<file path="config.mk">
export PLATFORM = sky130hd
export DESIGN_NAME = seven_seg_mux_drv
export DESIGN_NICKNAME = d
export VERILOG_FILES = /design/src/rtl/seven_seg_pkg.sv /design/src/rtl/seven_seg_mux_drv_scan_timer.sv /design/src/rtl/seven_seg_mux_drv.sv
export SDC_FILE = /design/constraint.sdc
export NUM_CORES = 1
export LEC_CHECK = 0
export BUFFER_PORTS_ARGS = -buffer_cell sky130_fd_sc_hd__buf_2
export CORE_MARGIN = 2
export CORE_UTILIZATION = 62
export DETAILED_ROUTE_END_ITERATION = 10
export PLACE_DENSITY = 0.84
export SLEW_MARGIN = 15
export SYNTH_ARGS = -nofsm -noshare
export SYNTH_HDL_FRONTEND = slang
export SYNTH_SLANG_ARGS = --single-unit
</file>
<file path="constraint.sdc">
create_clock -name sys_clk -period 4.2 [get_ports sys_clk]
set_input_delay 0.63 -clock sys_clk [delete_from_list [all_inputs] [get_ports sys_clk]]
set_output_delay 0.63 -clock sys_clk [all_outputs]
set_load 0.02 [all_outputs]
</file>
<file path="src/rtl/seven_seg_pkg.sv">
// Shared definitions for the multiplexed seven-segment driver:
// segment font, dark pattern and leading-zero mask.
package seven_seg_pkg;

    localparam logic [6:0] SEG_OFF    = 7'h7F;
    localparam int         MAX_DIGITS = 32;

    // Active-low {g,f,e,d,c,b,a}, full hex font.
    function automatic logic [6:0] hex2seg(input logic [3:0] nib);
        logic [6:0] seg;
        unique case (nib)
            4'h0: seg = 7'h40;
            4'h1: seg = 7'h79;
            4'h2: seg = 7'h24;
            4'h3: seg = 7'h30;
            4'h4: seg = 7'h19;
            4'h5: seg = 7'h12;
            4'h6: seg = 7'h02;
            4'h7: seg = 7'h78;
            4'h8: seg = 7'h00;
            4'h9: seg = 7'h10;
            4'hA: seg = 7'h08;
            4'hB: seg = 7'h03;
            4'hC: seg = 7'h46;
            4'hD: seg = 7'h21;
            4'hE: seg = 7'h06;
            4'hF: seg = 7'h0E;
        endcase
        return seg;
    endfunction

    // Zero run from digit n-1 downward; a lit DP ends the run, digit 0 always shows.
    function automatic logic [MAX_DIGITS-1:0] lz_mask(
        input logic [4*MAX_DIGITS-1:0] nib,
        input logic [MAX_DIGITS-1:0]   dp,
        input int                      n
    );
        logic run;
        lz_mask = '0;
        run     = 1'b1;
        for (int i = MAX_DIGITS - 1; i >= 1; i--) begin
            if (i < n) begin
                if (run && nib[4*i +: 4] == 4'h0 && !dp[i]) begin
                    lz_mask[i] = 1'b1;
                end else begin
                    run = 1'b0;
                end
            end
        end
    endfunction

endpackage

</file>
<file path="src/rtl/seven_seg_mux_drv_scan_timer.sv">
// Tick / PWM sub-slot / digit counters for the scan, with the
// frame-boundary strobe and the guard sub-slot flag.
module seven_seg_scan_timer #(
    parameter int TICK_DIV = 1000,
    parameter int PWM_W    = 4,
    parameter int N_DIGITS = 8
) (
    input  logic                 clk_i,
    input  logic                 rst_i,
    output logic [(N_DIGITS > 1 ? $clog2(N_DIGITS) : 1)-1:0] dig_idx_o,
    output logic [PWM_W-1:0]     pwm_cnt_o,
    output logic                 boundary_o,
    output logic                 guard_o
);
    import seven_seg_pkg::*;

    localparam int TW = $clog2(TICK_DIV);
    localparam int DW = (N_DIGITS > 1) ? $clog2(N_DIGITS) : 1;
    localparam logic [TW-1:0] TICK_MAX = TW'(TICK_DIV - 1);
    localparam logic [DW-1:0] DIG_MAX  = DW'(N_DIGITS - 1);

    logic [TW-1:0]    tick_q, tick_d;
    logic [PWM_W-1:0] pwm_q, pwm_d;
    logic [DW-1:0]    dig_q, dig_d;
    logic             start_q;
    logic             tick_wrap, pwm_wrap, dig_wrap;

    assign tick_wrap = (tick_q == TICK_MAX);
    assign pwm_wrap  = tick_wrap && (pwm_q == '1);
    assign dig_wrap  = pwm_wrap && (dig_q == DIG_MAX);

    // After reset the counters hold at zero for one cycle so the
    // first frame opens with a proper boundary.
    always_comb begin
        tick_d = tick_q;
        pwm_d  = pwm_q;
        dig_d  = dig_q;
        if (!start_q) begin
            tick_d = tick_wrap ? '0 : tick_q + 1'b1;
            if (tick_wrap) begin
                pwm_d = pwm_q + 1'b1;
            end
            if (pwm_wrap) begin
                dig_d = dig_wrap ? '0 : dig_q + 1'b1;
            end
        end
    end

    always_ff @(posedge clk_i) begin
        if (rst_i) begin
            tick_q  <= '0;
            pwm_q   <= '0;
            dig_q   <= '0;
            start_q <= 1'b1;
        end else begin
            tick_q  <= tick_d;
            pwm_q   <= pwm_d;
            dig_q   <= dig_d;
            start_q <= 1'b0;
        end
    end

    assign dig_idx_o  = dig_q;
    assign pwm_cnt_o  = pwm_q;
    assign boundary_o = start_q | dig_wrap;
    assign guard_o    = (pwm_q == '0);

endmodule

</file>
<file path="src/rtl/seven_seg_mux_drv.sv">
// Multiplexed common-anode seven-segment driver with frame-synchronous
// double buffering, blanking, DP, leading-zero suppression and PWM dimming.
module seven_seg_mux_drv #(
    parameter int N_DIGITS = 8,
    parameter int TICK_DIV = 1000,
    parameter int PWM_W    = 4
) (
    input  logic                  sys_clk,
    input  logic                  sys_rst,
    input  logic                  wr_en,
    input  logic [4*N_DIGITS-1:0] digits,
    input  logic [N_DIGITS-1:0]   dp_in,
    input  logic [N_DIGITS-1:0]   blank_in,
    input  logic [PWM_W-1:0]      bright,
    input  logic                  lz_en,
    output logic [6:0]            seg_n,
    output logic                  dp_n,
    output logic [N_DIGITS-1:0]   an_n,
    output logic                  frame_start,
    output logic                  upd_done
);
    import seven_seg_pkg::*;

    localparam int DW = (N_DIGITS > 1) ? $clog2(N_DIGITS) : 1;
    localparam int CW = 6 * N_DIGITS + PWM_W + 1;

    logic [DW-1:0]    dig_idx;
    logic [PWM_W-1:0] pwm_cnt;
    logic             boundary, guard;

    seven_seg_scan_timer #(
        .TICK_DIV (TICK_DIV),
        .PWM_W    (PWM_W),
        .N_DIGITS (N_DIGITS)
    ) u_timer (
        .clk_i      (sys_clk),
        .rst_i      (sys_rst),
        .dig_idx_o  (dig_idx),
        .pwm_cnt_o  (pwm_cnt),
        .boundary_o (boundary),
        .guard_o    (guard)
    );

    logic [CW-1:0] cfg_in, stg_q, stg_d, act_q, act_d;
    logic          pend_q, pend_d, upd_d;

    logic [4*N_DIGITS-1:0] act_dig;
    logic [N_DIGITS-1:0]   act_dp, act_blank, lz_eff, blank_eff;
    logic [PWM_W-1:0]      act_bright;
    logic                  act_lz;

    assign cfg_in = {digits, dp_in, blank_in, bright, lz_en};
    assign {act_dig, act_dp, act_blank, act_bright, act_lz} = act_q;

    // A write landing on the boundary cycle goes straight to active.
    always_comb begin
        stg_d  = stg_q;
        act_d  = act_q;
        pend_d = pend_q;
        if (wr_en) begin
            stg_d  = cfg_in;
            pend_d = 1'b1;
        end
        if (boundary) begin
            act_d  = wr_en ? cfg_in : stg_q;
            pend_d = 1'b0;
        end
        upd_d = boundary & (pend_q | wr_en);
    end

    logic [N_DIGITS-1:0] an_d, an_q;
    logic [6:0]          seg_d, seg_q;
    logic                dp_d, dp_q, fs_q, upd_q, lit;
    logic [3:0]          nib;

    always_comb begin
        lz_eff    = act_lz ? N_DIGITS'(lz_mask((4*MAX_DIGITS)'(act_dig),
                                               MAX_DIGITS'(act_dp),
                                               N_DIGITS))
                           : '0;
        blank_eff = act_blank | lz_eff;
        nib       = act_dig[4*dig_idx +: 4];
        lit       = !guard && (pwm_cnt <= act_bright) && !blank_eff[dig_idx];
        an_d      = '1;
        seg_d     = SEG_OFF;
        dp_d      = 1'b1;
        if (lit) begin
            an_d[dig_idx] = 1'b0;
            seg_d         = hex2seg(nib);
            dp_d          = ~act_dp[dig_idx];
        end
    end

    always_ff @(posedge sys_clk) begin
        if (sys_rst) begin
            stg_q  <= '0;
            act_q  <= '0;
            pend_q <= 1'b0;
            an_q   <= '1;
            seg_q  <= SEG_OFF;
            dp_q   <= 1'b1;
            fs_q   <= 1'b0;
            upd_q  <= 1'b0;
        end else begin
            stg_q  <= stg_d;
            act_q  <= act_d;
            pend_q <= pend_d;
            an_q   <= an_d;
            seg_q  <= seg_d;
            dp_q   <= dp_d;
            fs_q   <= boundary;
            upd_q  <= upd_d;
        end
    end

    assign an_n        = an_q;
    assign seg_n       = seg_q;
    assign dp_n        = dp_q;
    assign frame_start = fs_q;
    assign upd_done    = upd_q;

endmodule

</file>
==> results_dict.tcl <==
set metrics [dict create \
    postCtsHoldBufs 0 \
    final_common_cell "dfxtp_1" \
    place_congestion 0.884 \
    vdd_drop_max_uv 288 \
    die-area_um2 10600 \
    layout.cells.non_filler 808 \
    area_growth_pct 16.3 \
    ys.flop_type "dfxtp_1" \
    p_sw_share_pct 23.4 \
    async_flop_share_pct 0 \
    ys_seq_elements 143 \
    critPathMaxStageDelay_ns 1.06 \
    syn-cell-area_um2 6080 \
    drive_gt1_share_pct 25.0 \
    post-route-period-util_pct 79.8 \
    slowest_stage "dfxtp_1" \
    status "finished clean" \
    post-place-ws_ns 0.889 \
    path_clk_slew_ns 0.06 \
    route.met3.wl_um 681 \
    crit_path_start_kind "flip-flop" \
    hold_depth 3 \
    num_rows 36 \
    port_buffers 73 \
    synth-edff-count 0 \
    nNetsFinal 733 \
    yosysSeqAreaShare_pct 47.1 \
    die_h_um 103 \
    max_cap_viol_count 0 \
    via_per_inst 5.67 \
    grt_overflow 0 \
    wl_um 13100 \
    ios 74 \
    yosys_warnings 0 \
    critPathKind "reg -> reg" \
    grt_pass1_wl_um 21100 \
    antenna_found_initial 0 \
    postSynthAreaPerCell_um2 10.0 \
    first_iter_violations 218 \
    cpMostUsedCell "inv_1" \
    pwr-share-clk_pct 46.5 \
    yosysTopAreaCell "dfxtp_1" \
    slew_violations 0 \
    cts_tree "built" \
    cts_made_buffers 17 \
    grt_max_degree 62 \
    max_freq_ghz 0.298 \
    finalSetupViolations 0 \
    drt-pass1-iter-count 5 \
    hold_class "in -> reg" \
    fin_ws_ns 0.848 \
    drt.antenna.violating_nets 0 \
    required_ns 4.63 \
    fin_worst_skew_ns 0.00874 \
    highest_layer "met4" \
    netlist.area_leader.share_pct 47.1 \
    clkLatencyLatePin_ns 0.52 \
    yosys.cell_types.count 55 \
    start_util_pct 63.0 \
    switchingPower_uw 766 \
    wl_per_cell_um 16.2 \
    htreeDepth 4 \
    p_leak_nw 2.90 \
    dp.cells 776 \
    clockBufferDepth 2 \
    r2r_cells 9 \
    diodes 0 \
    tightest_slew_ns 1.12 \
    m1WireLength_um 5810 \
    drc 0 \
    crit_chain "inv_1 > a311oi_1 > a21oi_1 > a221o_1 > inv_1 > ha_1 > inv_1 > or3_1 > o2111ai_1" \
    chipWidth_um 103 \
    layout_min_cycle_time_ns 3.35 \
    clockRootBuffer "clkbuf_8" \
    design.core.area_um2 9640 \
    dr_wl_met2_um 6270 \
    grt_pass1_vias 4349 \
    power.internal_mw 2.51 \
    critPathMaxFanout 30 \
    post_cts.repair.setup_buffers 0 \
    cts.sinks 143 \
    hold_viol_final 0 \
    relSlewSlack_pct 25.4 \
    post_cts_resized 0 \
    layout_common_cells "dfxtp_1 (143), nor2_1 (133), buf_2 (72), mux2i_1 (70), a211oi_2 (44)" \
    critPathArrivalTime_ns 3.78 \
    cp-end-kind "flip-flop" \
    syn_nets 678 \
    rsz0062_at_grt "no" \
    synthTopCellsByArea "dfxtp_1 (47%), mux2i_1 (12%), a211oi_2 (9.1%), nor2_1 (8.2%), ha_1 (3.1%)" \
    fin_tns_setup_ns 0 \
    p_seq_share_pct 44.9 \
    powerDensity_nw_per_um2 464 \
    p_comb_share_pct 8.6 \
    synth_cells 607 \
    place_hpwl_um 8830 \
    grt_util_all_layers_pct 25.9 \
    dr_total_vias 4583 \
]
power by group through the flow:
stage / clock network (mW) / registers (mW) / logic (mW)
after floorplan: 0 / 1.48 / 0.213
after global placement: 0 / 1.49 / 0.262
after detailed placement: 0 / 1.50 / 0.277
after CTS: 1.54 / 1.47 / 0.284
after global routing: 1.60 / 1.48 / 0.311
final: 1.53 / 1.47 / 0.281
layer usage:
layer | vias up | global-route usage, %
met5 | - | 0
met4 | 0 | 11.1
met3 | 33 | 6.71
met2 | 146 | 41.2
met1 | 2160 | 33.5
li1 | 2244 | -
worst paths after layout:
kind                        start  slack (ns)        to
max          u_timer.dig_idx_o[0]        0.85  seg_n[0]
min                         lz_en        0.38  stg_q[0]
max reg2reg  u_timer.dig_idx_o[0]        0.85  seg_n[0]
min reg2reg              stg_q[0]        0.49  stg_q[0]
flip-flops by register name, summed over array words and instances, names as in the netlist, 3 cells and up:
| name | count |
|---|---|
| u_timer.tick_q | 10 |
| act_q | 53 |
| seg_n | 7 |
| an_n | 8 |
| u_timer.dig_idx_o | 3 |
| u_timer.pwm_cnt_o | 4 |
| stg_q | 53 |
cells in the mapped netlist, types with 3 or more instances:
master,instances
clkbuf_1,17
inv_1,13
xnor2_1,3
xor2_1,7
a21oi_1,12
ha_1,15
or4_1,4
mux2i_1,70
nand4_1,5
nand3_1,11
a211oi_2,44
nor2b_1,8
buf_2,12
o21ai_0,5
nand2_1,21
o211ai_1,5
nor2_1,133
o21bai_1,3
mux2_2,4
a211oi_1,11
nor3_1,6
dfxtp_1,143
buf_1,6
or3_1,3
buf_4,7
metrics by stage:
stage / hold WS, ns / power, mW / utilization (%) / cell area [um2]
after global routing: 0.379 / 3.39 / 73.3 / 7060
after detailed placement: 0.484 / 1.77 / 66.9 / 6450
final: 0.382 / 3.28 / 73.3 / 7060
after global placement: 0.469 / 1.76 / 66.9 / 6450
after CTS: 0.366 / 3.30 / 73.3 / 7060
after floorplan: 0.457 / 1.70 / - / 6080
area by class of cell:
class	instances	area, um2
clock inverters	13	190
fillers	686	2570
repair buffers	80	420
inverters	14	52.6
clock buffers	19	422
multi-input cells	406	2950
well taps	133	166
flip-flops and latches	143	2860
worst max-delay path, delay by kind of cell (launching register included):
kind | cells | cell delay, ns
flops | 1 | 1.06
simple gates | 1 | 0.41
compound gates | 4 | 0.96
buf+inv | 3 | 0.59
fa+ha+maj | 1 | 0.23
kinds of logic after synthesis:
| family | share of synthesized area, % |
|---|---|
| compound gates | 15.6 |
| xor+xnor | 1.44 |
| fa+ha+maj | 3.09 |
| buf+inv | 4.51 |
| flops | 47.1 |
| mux | 13.0 |
| simple gates | 15.3 |
(Power assumes the default switching activity.)
